==> config.mk <==
export PLATFORM = sky130hd
export DESIGN_NAME = integrate_and_dump_controller_flat
export DESIGN_NICKNAME = d
export VERILOG_FILES = /design/src/rtl/integrate_and_dump_controller_pkg.sv /design/src/rtl/integrate_and_dump_controller_if.sv /design/src/rtl/integrate_and_dump_controller_frame_counter.sv /design/src/rtl/integrate_and_dump_controller.sv /design/src/flat_wrapper.sv
export SDC_FILE = /design/constraint.sdc
export NUM_CORES = 1
export LEC_CHECK = 0
export CORE_UTILIZATION = 33
export CTS_CLUSTER_SIZE = 8
export DETAILED_ROUTE_END_ITERATION = 8
export PLACE_DENSITY = 0.58
export SLEW_MARGIN = 25
export SYNTH_ARGS = -nofsm -noshare
export SYNTH_HDL_FRONTEND = slang
export SYNTH_HIERARCHICAL = 1
export SYNTH_SLANG_ARGS = --single-unit
==> constraint.sdc <==
create_clock -name i_CLK -period 2.7 [get_ports i_CLK]
set_input_delay 0.54 -clock i_CLK [delete_from_list [all_inputs] [get_ports i_CLK]]
set_output_delay 0.54 -clock i_CLK [all_outputs]
set_load 0.05 [all_outputs]
==> src/rtl/integrate_and_dump_controller_pkg.sv <==
// Shared types and helpers for the integrate-and-dump controller: FSM state encoding,
// default widths and the signed-add overflow test.
package integrate_and_dump_controller_pkg;

    localparam int c_DATA_WIDTH  = 8;
    localparam int c_ACC_WIDTH   = 16;
    localparam int c_COUNT_WIDTH = 8;

    // 2'd3 is unused; the FSM recovers from it to IDLE.
    typedef enum logic [1:0] {
        IDLE  = 2'd0,
        ACCUM = 2'd1,
        DUMP  = 2'd2
    } idc_state_t;

    // Two's-complement add overflows when both operands share a sign the result lacks.
    function automatic logic add_overflow(input logic a_msb, input logic b_msb, input logic s_msb);
        return (a_msb == b_msb) && (s_msb != a_msb);
    endfunction

endpackage

==> src/rtl/integrate_and_dump_controller_if.sv <==
// Sample-in / frame-sum-out handshake bundle for the integrate-and-dump controller.
interface integrate_and_dump_controller_if
    import integrate_and_dump_controller_pkg::*;
#(
    parameter int p_DATA_WIDTH  = c_DATA_WIDTH,
    parameter int p_ACC_WIDTH   = c_ACC_WIDTH,
    parameter int p_COUNT_WIDTH = c_COUNT_WIDTH
);
    logic [p_COUNT_WIDTH-1:0]       i_LENGTH;
    logic                           i_VALID;
    logic                           o_READY;
    logic signed [p_DATA_WIDTH-1:0] i_SAMPLE;
    logic                           o_VALID;
    logic                           i_READY;
    logic signed [p_ACC_WIDTH-1:0]  o_SUM;
    logic                           o_OVERFLOW;
    logic                           o_BUSY;

    modport slave (
        input  i_LENGTH, i_VALID, i_SAMPLE, i_READY,
        output o_READY, o_VALID, o_SUM, o_OVERFLOW, o_BUSY
    );

    modport master (
        output i_LENGTH, i_VALID, i_SAMPLE, i_READY,
        input  o_READY, o_VALID, o_SUM, o_OVERFLOW, o_BUSY
    );
endinterface

==> src/rtl/integrate_and_dump_controller_frame_counter.sv <==
// Frame-length latch and accepted-sample counter; flags the accept that completes a frame.
module idc_frame_counter #(
    parameter int p_COUNT_WIDTH = 8
) (
    input  logic                     i_CLK,
    input  logic                     i_RESET_N,
    input  logic                     i_START,
    input  logic                     i_STEP,
    input  logic                     i_CLEAR,
    input  logic [p_COUNT_WIDTH-1:0] i_LENGTH,
    output logic                     o_LAST
);
    localparam logic [p_COUNT_WIDTH-1:0] c_ONE = {{(p_COUNT_WIDTH-1){1'b0}}, 1'b1};

    logic [p_COUNT_WIDTH-1:0] len_reg;
    logic [p_COUNT_WIDTH-1:0] count_reg;
    logic [p_COUNT_WIDTH-1:0] len_eff;

    // A zero length is treated as a single-sample frame.
    assign len_eff = (i_LENGTH == '0) ? c_ONE : i_LENGTH;

    always_ff @(posedge i_CLK or negedge i_RESET_N) begin
        if (!i_RESET_N) begin
            len_reg   <= '0;
            count_reg <= '0;
        end else if (i_START) begin
            len_reg   <= len_eff;
            count_reg <= c_ONE;
        end else if (i_STEP) begin
            count_reg <= count_reg + c_ONE;
        end else if (i_CLEAR) begin
            count_reg <= '0;
        end
    end

    // On the first accept the latched length is not yet valid, so decide from len_eff.
    assign o_LAST = i_START ? (len_eff == c_ONE) : (count_reg == len_reg - c_ONE);

endmodule

==> src/rtl/integrate_and_dump_controller.sv <==
// Integrate-and-dump stage: sums N signed samples per frame and hands the frame sum
// and its overflow flag to a downstream consumer over valid/ready.
module integrate_and_dump_controller
    import integrate_and_dump_controller_pkg::*;
#(
    parameter int p_DATA_WIDTH  = c_DATA_WIDTH,
    parameter int p_ACC_WIDTH   = c_ACC_WIDTH,
    parameter int p_COUNT_WIDTH = c_COUNT_WIDTH
) (
    input logic                             i_CLK,
    input logic                             i_RESET_N,
    integrate_and_dump_controller_if.slave  bus
);
    idc_state_t state_reg;
    idc_state_t state_next;

    logic signed [p_ACC_WIDTH-1:0] acc_reg;
    logic signed [p_ACC_WIDTH-1:0] acc_next;
    logic signed [p_ACC_WIDTH-1:0] add_result;
    logic signed [p_ACC_WIDTH-1:0] sample_ext;
    logic signed [p_ACC_WIDTH-1:0] sum_reg;
    logic                          ovf_reg;
    logic                          ovf_next;
    logic                          ovf_out_reg;

    logic ready_int;
    logic in_idle;
    logic accept;
    logic emit;
    logic last_sample;

    assign sample_ext = p_ACC_WIDTH'(signed'(bus.i_SAMPLE));
    assign in_idle    = (state_reg == IDLE);
    assign ready_int  = (state_reg == IDLE) || (state_reg == ACCUM);
    assign accept     = bus.i_VALID && ready_int;
    assign emit       = (state_reg == DUMP) && bus.i_READY;

    idc_frame_counter #(
        .p_COUNT_WIDTH (p_COUNT_WIDTH)
    ) u_frame_counter (
        .i_CLK     (i_CLK),
        .i_RESET_N (i_RESET_N),
        .i_START   (accept && in_idle),
        .i_STEP    (accept && (state_reg == ACCUM)),
        .i_CLEAR   (emit),
        .i_LENGTH  (bus.i_LENGTH),
        .o_LAST    (last_sample)
    );

    always_ff @(posedge i_CLK or negedge i_RESET_N) begin
        if (!i_RESET_N) begin
            state_reg <= IDLE;
        end else begin
            state_reg <= state_next;
        end
    end

    always_comb begin
        state_next = state_reg;
        case (state_reg)
            IDLE:    if (accept) state_next = last_sample ? DUMP : ACCUM;
            ACCUM:   if (accept && last_sample) state_next = DUMP;
            DUMP:    if (emit) state_next = IDLE;
            default: state_next = IDLE;
        endcase
    end

    always_comb begin
        add_result = acc_reg + sample_ext;
        acc_next   = acc_reg;
        ovf_next   = ovf_reg;
        if (accept) begin
            if (in_idle) begin
                acc_next = sample_ext;
                ovf_next = 1'b0;
            end else begin
                acc_next = add_result;
                ovf_next = ovf_reg | add_overflow(acc_reg[p_ACC_WIDTH-1], sample_ext[p_ACC_WIDTH-1],
                                                  add_result[p_ACC_WIDTH-1]);
            end
        end else if (emit) begin
            acc_next = '0;
            ovf_next = 1'b0;
        end
    end

    // sum_reg is loaded only on the frame-completing accept, so it stays put through a stall
    // and keeps the last frame's value while the next frame builds.
    always_ff @(posedge i_CLK or negedge i_RESET_N) begin
        if (!i_RESET_N) begin
            acc_reg     <= '0;
            ovf_reg     <= 1'b0;
            sum_reg     <= '0;
            ovf_out_reg <= 1'b0;
        end else begin
            acc_reg <= acc_next;
            ovf_reg <= ovf_next;
            if (accept && last_sample) begin
                sum_reg     <= acc_next;
                ovf_out_reg <= ovf_next;
            end else if (emit) begin
                ovf_out_reg <= 1'b0;
            end
        end
    end

    assign bus.o_READY    = ready_int && i_RESET_N;
    assign bus.o_VALID    = (state_reg == DUMP);
    assign bus.o_SUM      = sum_reg;
    assign bus.o_OVERFLOW = ovf_out_reg;
    assign bus.o_BUSY     = (state_reg != IDLE);

    a_no_ready_and_valid: assert property (@(posedge i_CLK) disable iff (!i_RESET_N)
        !(bus.o_READY && bus.o_VALID));
    a_legal_state: assert property (@(posedge i_CLK) disable iff (!i_RESET_N)
        (2'(state_reg) != 2'd3));
    a_stable_under_stall: assert property (@(posedge i_CLK) disable iff (!i_RESET_N)
        (bus.o_VALID && !bus.i_READY) |=> (bus.o_VALID && $stable(bus.o_SUM)));

endmodule

==> src/flat_wrapper.sv <==
// flat-port wrapper written by rule: the top's interface ports become plain ports
module integrate_and_dump_controller_flat import integrate_and_dump_controller_pkg::*;
#(
    parameter int p_DATA_WIDTH  = c_DATA_WIDTH,
    parameter int p_ACC_WIDTH   = c_ACC_WIDTH,
    parameter int p_COUNT_WIDTH = c_COUNT_WIDTH
)
  (i_CLK, i_RESET_N, bus_i_LENGTH, bus_i_VALID, bus_i_SAMPLE, bus_i_READY, bus_o_READY, bus_o_VALID, bus_o_SUM, bus_o_OVERFLOW, bus_o_BUSY);
  integrate_and_dump_controller_if #(.p_DATA_WIDTH(p_DATA_WIDTH), .p_ACC_WIDTH(p_ACC_WIDTH), .p_COUNT_WIDTH(p_COUNT_WIDTH)) bus_i ();
  input logic i_CLK;
  input logic i_RESET_N;
  input wire logic [$bits(bus_i.i_LENGTH)-1:0] bus_i_LENGTH;
  input wire logic [$bits(bus_i.i_VALID)-1:0] bus_i_VALID;
  input wire logic [$bits(bus_i.i_SAMPLE)-1:0] bus_i_SAMPLE;
  input wire logic [$bits(bus_i.i_READY)-1:0] bus_i_READY;
  output wire logic [$bits(bus_i.o_READY)-1:0] bus_o_READY;
  output wire logic [$bits(bus_i.o_VALID)-1:0] bus_o_VALID;
  output wire logic [$bits(bus_i.o_SUM)-1:0] bus_o_SUM;
  output wire logic [$bits(bus_i.o_OVERFLOW)-1:0] bus_o_OVERFLOW;
  output wire logic [$bits(bus_i.o_BUSY)-1:0] bus_o_BUSY;
  assign bus_i.i_LENGTH = bus_i_LENGTH;
  assign bus_i.i_VALID = bus_i_VALID;
  assign bus_i.i_SAMPLE = bus_i_SAMPLE;
  assign bus_i.i_READY = bus_i_READY;
  assign bus_o_READY = bus_i.o_READY;
  assign bus_o_VALID = bus_i.o_VALID;
  assign bus_o_SUM = bus_i.o_SUM;
  assign bus_o_OVERFLOW = bus_i.o_OVERFLOW;
  assign bus_o_BUSY = bus_i.o_BUSY;
  integrate_and_dump_controller #(.p_DATA_WIDTH(p_DATA_WIDTH), .p_ACC_WIDTH(p_ACC_WIDTH), .p_COUNT_WIDTH(p_COUNT_WIDTH)) u_core (.i_CLK(i_CLK), .i_RESET_N(i_RESET_N), .bus(bus_i));
endmodule
==> reports/qor.txt <==
die area: 0.0104 mm2
Syn Nets: 396
required time worst endpoint: 2.89 ns
Hold Path Class: in2async
post-layout net count: 485
CTS max path bufs: 2
RSZ-0062 raised after global routing: true
Cell Rows: 36
Startpoint Class: flop
Synth Area per Inst: 9.21 um2
Inserted Clock Buffers: 5
hold_ws: 0.415 ns
Static Leak: 0.00200 uW
Fin Clk Skew: 0.00960 ns
# IOs: 40
CP arrival: 2.80 ns
WL per Instance: 14.9 um
Setup CP Type: reg2reg
PortBufs: 39
Area contributors post-synth: dfrtp_1 (39%), ha_1 (6.5%), o21ai_0 (5.5%)
Final setup viols: 0
Final Hold Viols: 0
layout cell share with drive strength beyond 1: 22.6%
CTS Root Cell: clkbuf_8
Placement Cell Area: 0.00419 mm2
clk_lat worst skew: 0.30 ns
Setup TNS Final: 0 ns
Unique masters post-synth: 56
number of global-route vias before repair: 2922
area grow syn2layout: 35.9%
Max FO, Critical Path: 3
Fmax: 383 MHz
Worst R2R Path Depth: 12
Main synth FF type: dfrtp_1
most common cell in the netlist: dfrtp_1
#FFs+latches synth: 52
die extent in x: 102 um
All-Layer GR Usage: 17.5%
fin area: 0.00448 mm2
EDFF count, synth: 0
largest area contributor in the netlist: dfrtp_1
synth cell count leaders: dfrtp_1 (52), nand2_1 (40), o21ai_0 (36)
pin count of the biggest net entering global routing: 53
Placeable Area: 0.00973 mm2
sequential area share after synthesis: 39.5%
Worst setup EP type: flop
initial antenna violation count: 0
first-pass GRT wire length: 14200 um
Final period util: 96.8%
CTS Sinks: 52
min Tclk post-route: 2.61 ns
final antenna-violating net count: 0
Syn. warnings: 6
Die Y-Extent: 102 um
Ant. Diodes: 0
Post-synth ARST share: 100%
Vias: 2961
Initial Utilization: 33.9%
placed wire-length estimate: 6260 um
Reg clk slew, reported paths: 0.09 ns
Post-route DRC: 0
H-tree Lvls: 2
fillcell total: 975
Cells after Synth: 358
gpl congestion: 0.828
top-area cell type share of the netlist area: 39.5%
Via-to-Cell Ratio: 5.11
DRT Pass-1 Iters: 4
remaining global-route overflow: 0
fin util: 46.0%
CTS tree: done
DR iter-0 viols: 105
Slew HR: 54.2%
number of max-cap violations: 0
synthesized area: 0.00330 mm2
VDD IR max: 579 uV
WL final: 8620 um
Slew @ Worst Pin: 0.687 ns
Pwr per Cell Area: 1110 mW/mm2
Slew Limit Fails: 0
status: completed
-- metrics by stage --
step	setup slack, ns	total power, uW	instances
after floorplan	0.0304	3290	358
after global placement	-0.566	4160	567
after detailed placement	-0.623	4220	567
after CTS	-0.0362	4870	576
after global routing	-0.0789	5400	579
final	0.0873	4990	579
-- cell type report --
class	count	area, um2	area share (%)
Sequential cell	52	1300	29.1
Multi-Input combinational cell	276	2040	45.4
Clock buffer	5	68.8	1.54
Inverter	16	60.1	1.34
Clock inverter	1	30.0	0.670
Timing Repair Buffer	96	817	18.2
Tap cell	133	166	3.72
-- timing repair --
item / in CTS / in global routing
hold buffers: 0 / 0
setup endpoints to repair: 10 / 12
setup buffers: 3 / 3
pin swaps: 8 / 10
resized for setup: 17 / 18
-- where the power goes --
group	leakage (uW)	internal (uW)	switching [uW]
combinational	0.00129	1470	1580
sequential	0.000658	1100	319
clock	0.0000501	267	253
-- layer usage --
metal,track usage (%),share of wire (%)
met1,25.1,50
met2,27.8,45
met3,2.39,3.0
met4,4.95,1.7
met5,0,0
-- placed cells by master (no fill, tap or decap), drive strengths merged, types with 10 or more instances in the layout --
cell,n
nor2,23
a21oi,15
ha,17
dfrtp,52
buf,59
xnor2,15
nand2,40
mux2,10
o21ai,38
clkdlybuf4s50,29
inv,16
-- critical path: stages, from the launching register on --
cell and delay, ns:
dfrtp_1 0.37, ha_2 0.19, inv_2 0.04, fa_2 0.34
nand2b_4 0.17, a2111oi_4 0.35, buf_4 0.17, a2111oi_4 0.05
buf_4 0.15, o21bai_1 0.14, a21oi_1 0.10, xnor2_1 0.15
a221o_1 0.29
-- worst paths after layout --
path	from	to	slack (ns)
worst max-delay path	u_core/acc_reg[0]	u_core/acc_reg[12]	0.09
worst min-delay path	i_RESET_N	u_core/acc_reg[6]	0.41
worst max register to register	u_core/acc_reg[0]	u_core/acc_reg[12]	0.09
worst min register to register	u_core/bus.o_SUM[6]	u_core/bus.o_SUM[6]	0.49
max in group asynchronous	i_RESET_N	u_core/state_reg[0]	1.80
min in group i_CLK	u_core/bus.o_SUM[6]	u_core/bus.o_SUM[6]	0.49
-- cell families (layout without fill, tap and decap cells) --
| logic type | Yosys count | in the layout | share of synthesized area (%) |
|---|---|---|---|
| adder cells (fa/ha/maj) | 18 | 18 | 7.06 |
| multiplexers | 18 | 18 | 5.85 |
| AND/OR/NAND/NOR | 119 | 119 | 18.5 |
| XOR/XNOR | 17 | 17 | 4.52 |
| flip-flops | 52 | 52 | 39.5 |
| buffers and inverters | 30 | 118 | 3.68 |
| AO/OA/AOI/OAI | 104 | 104 | 21.0 |
Power figures use the tool's default switching activity.
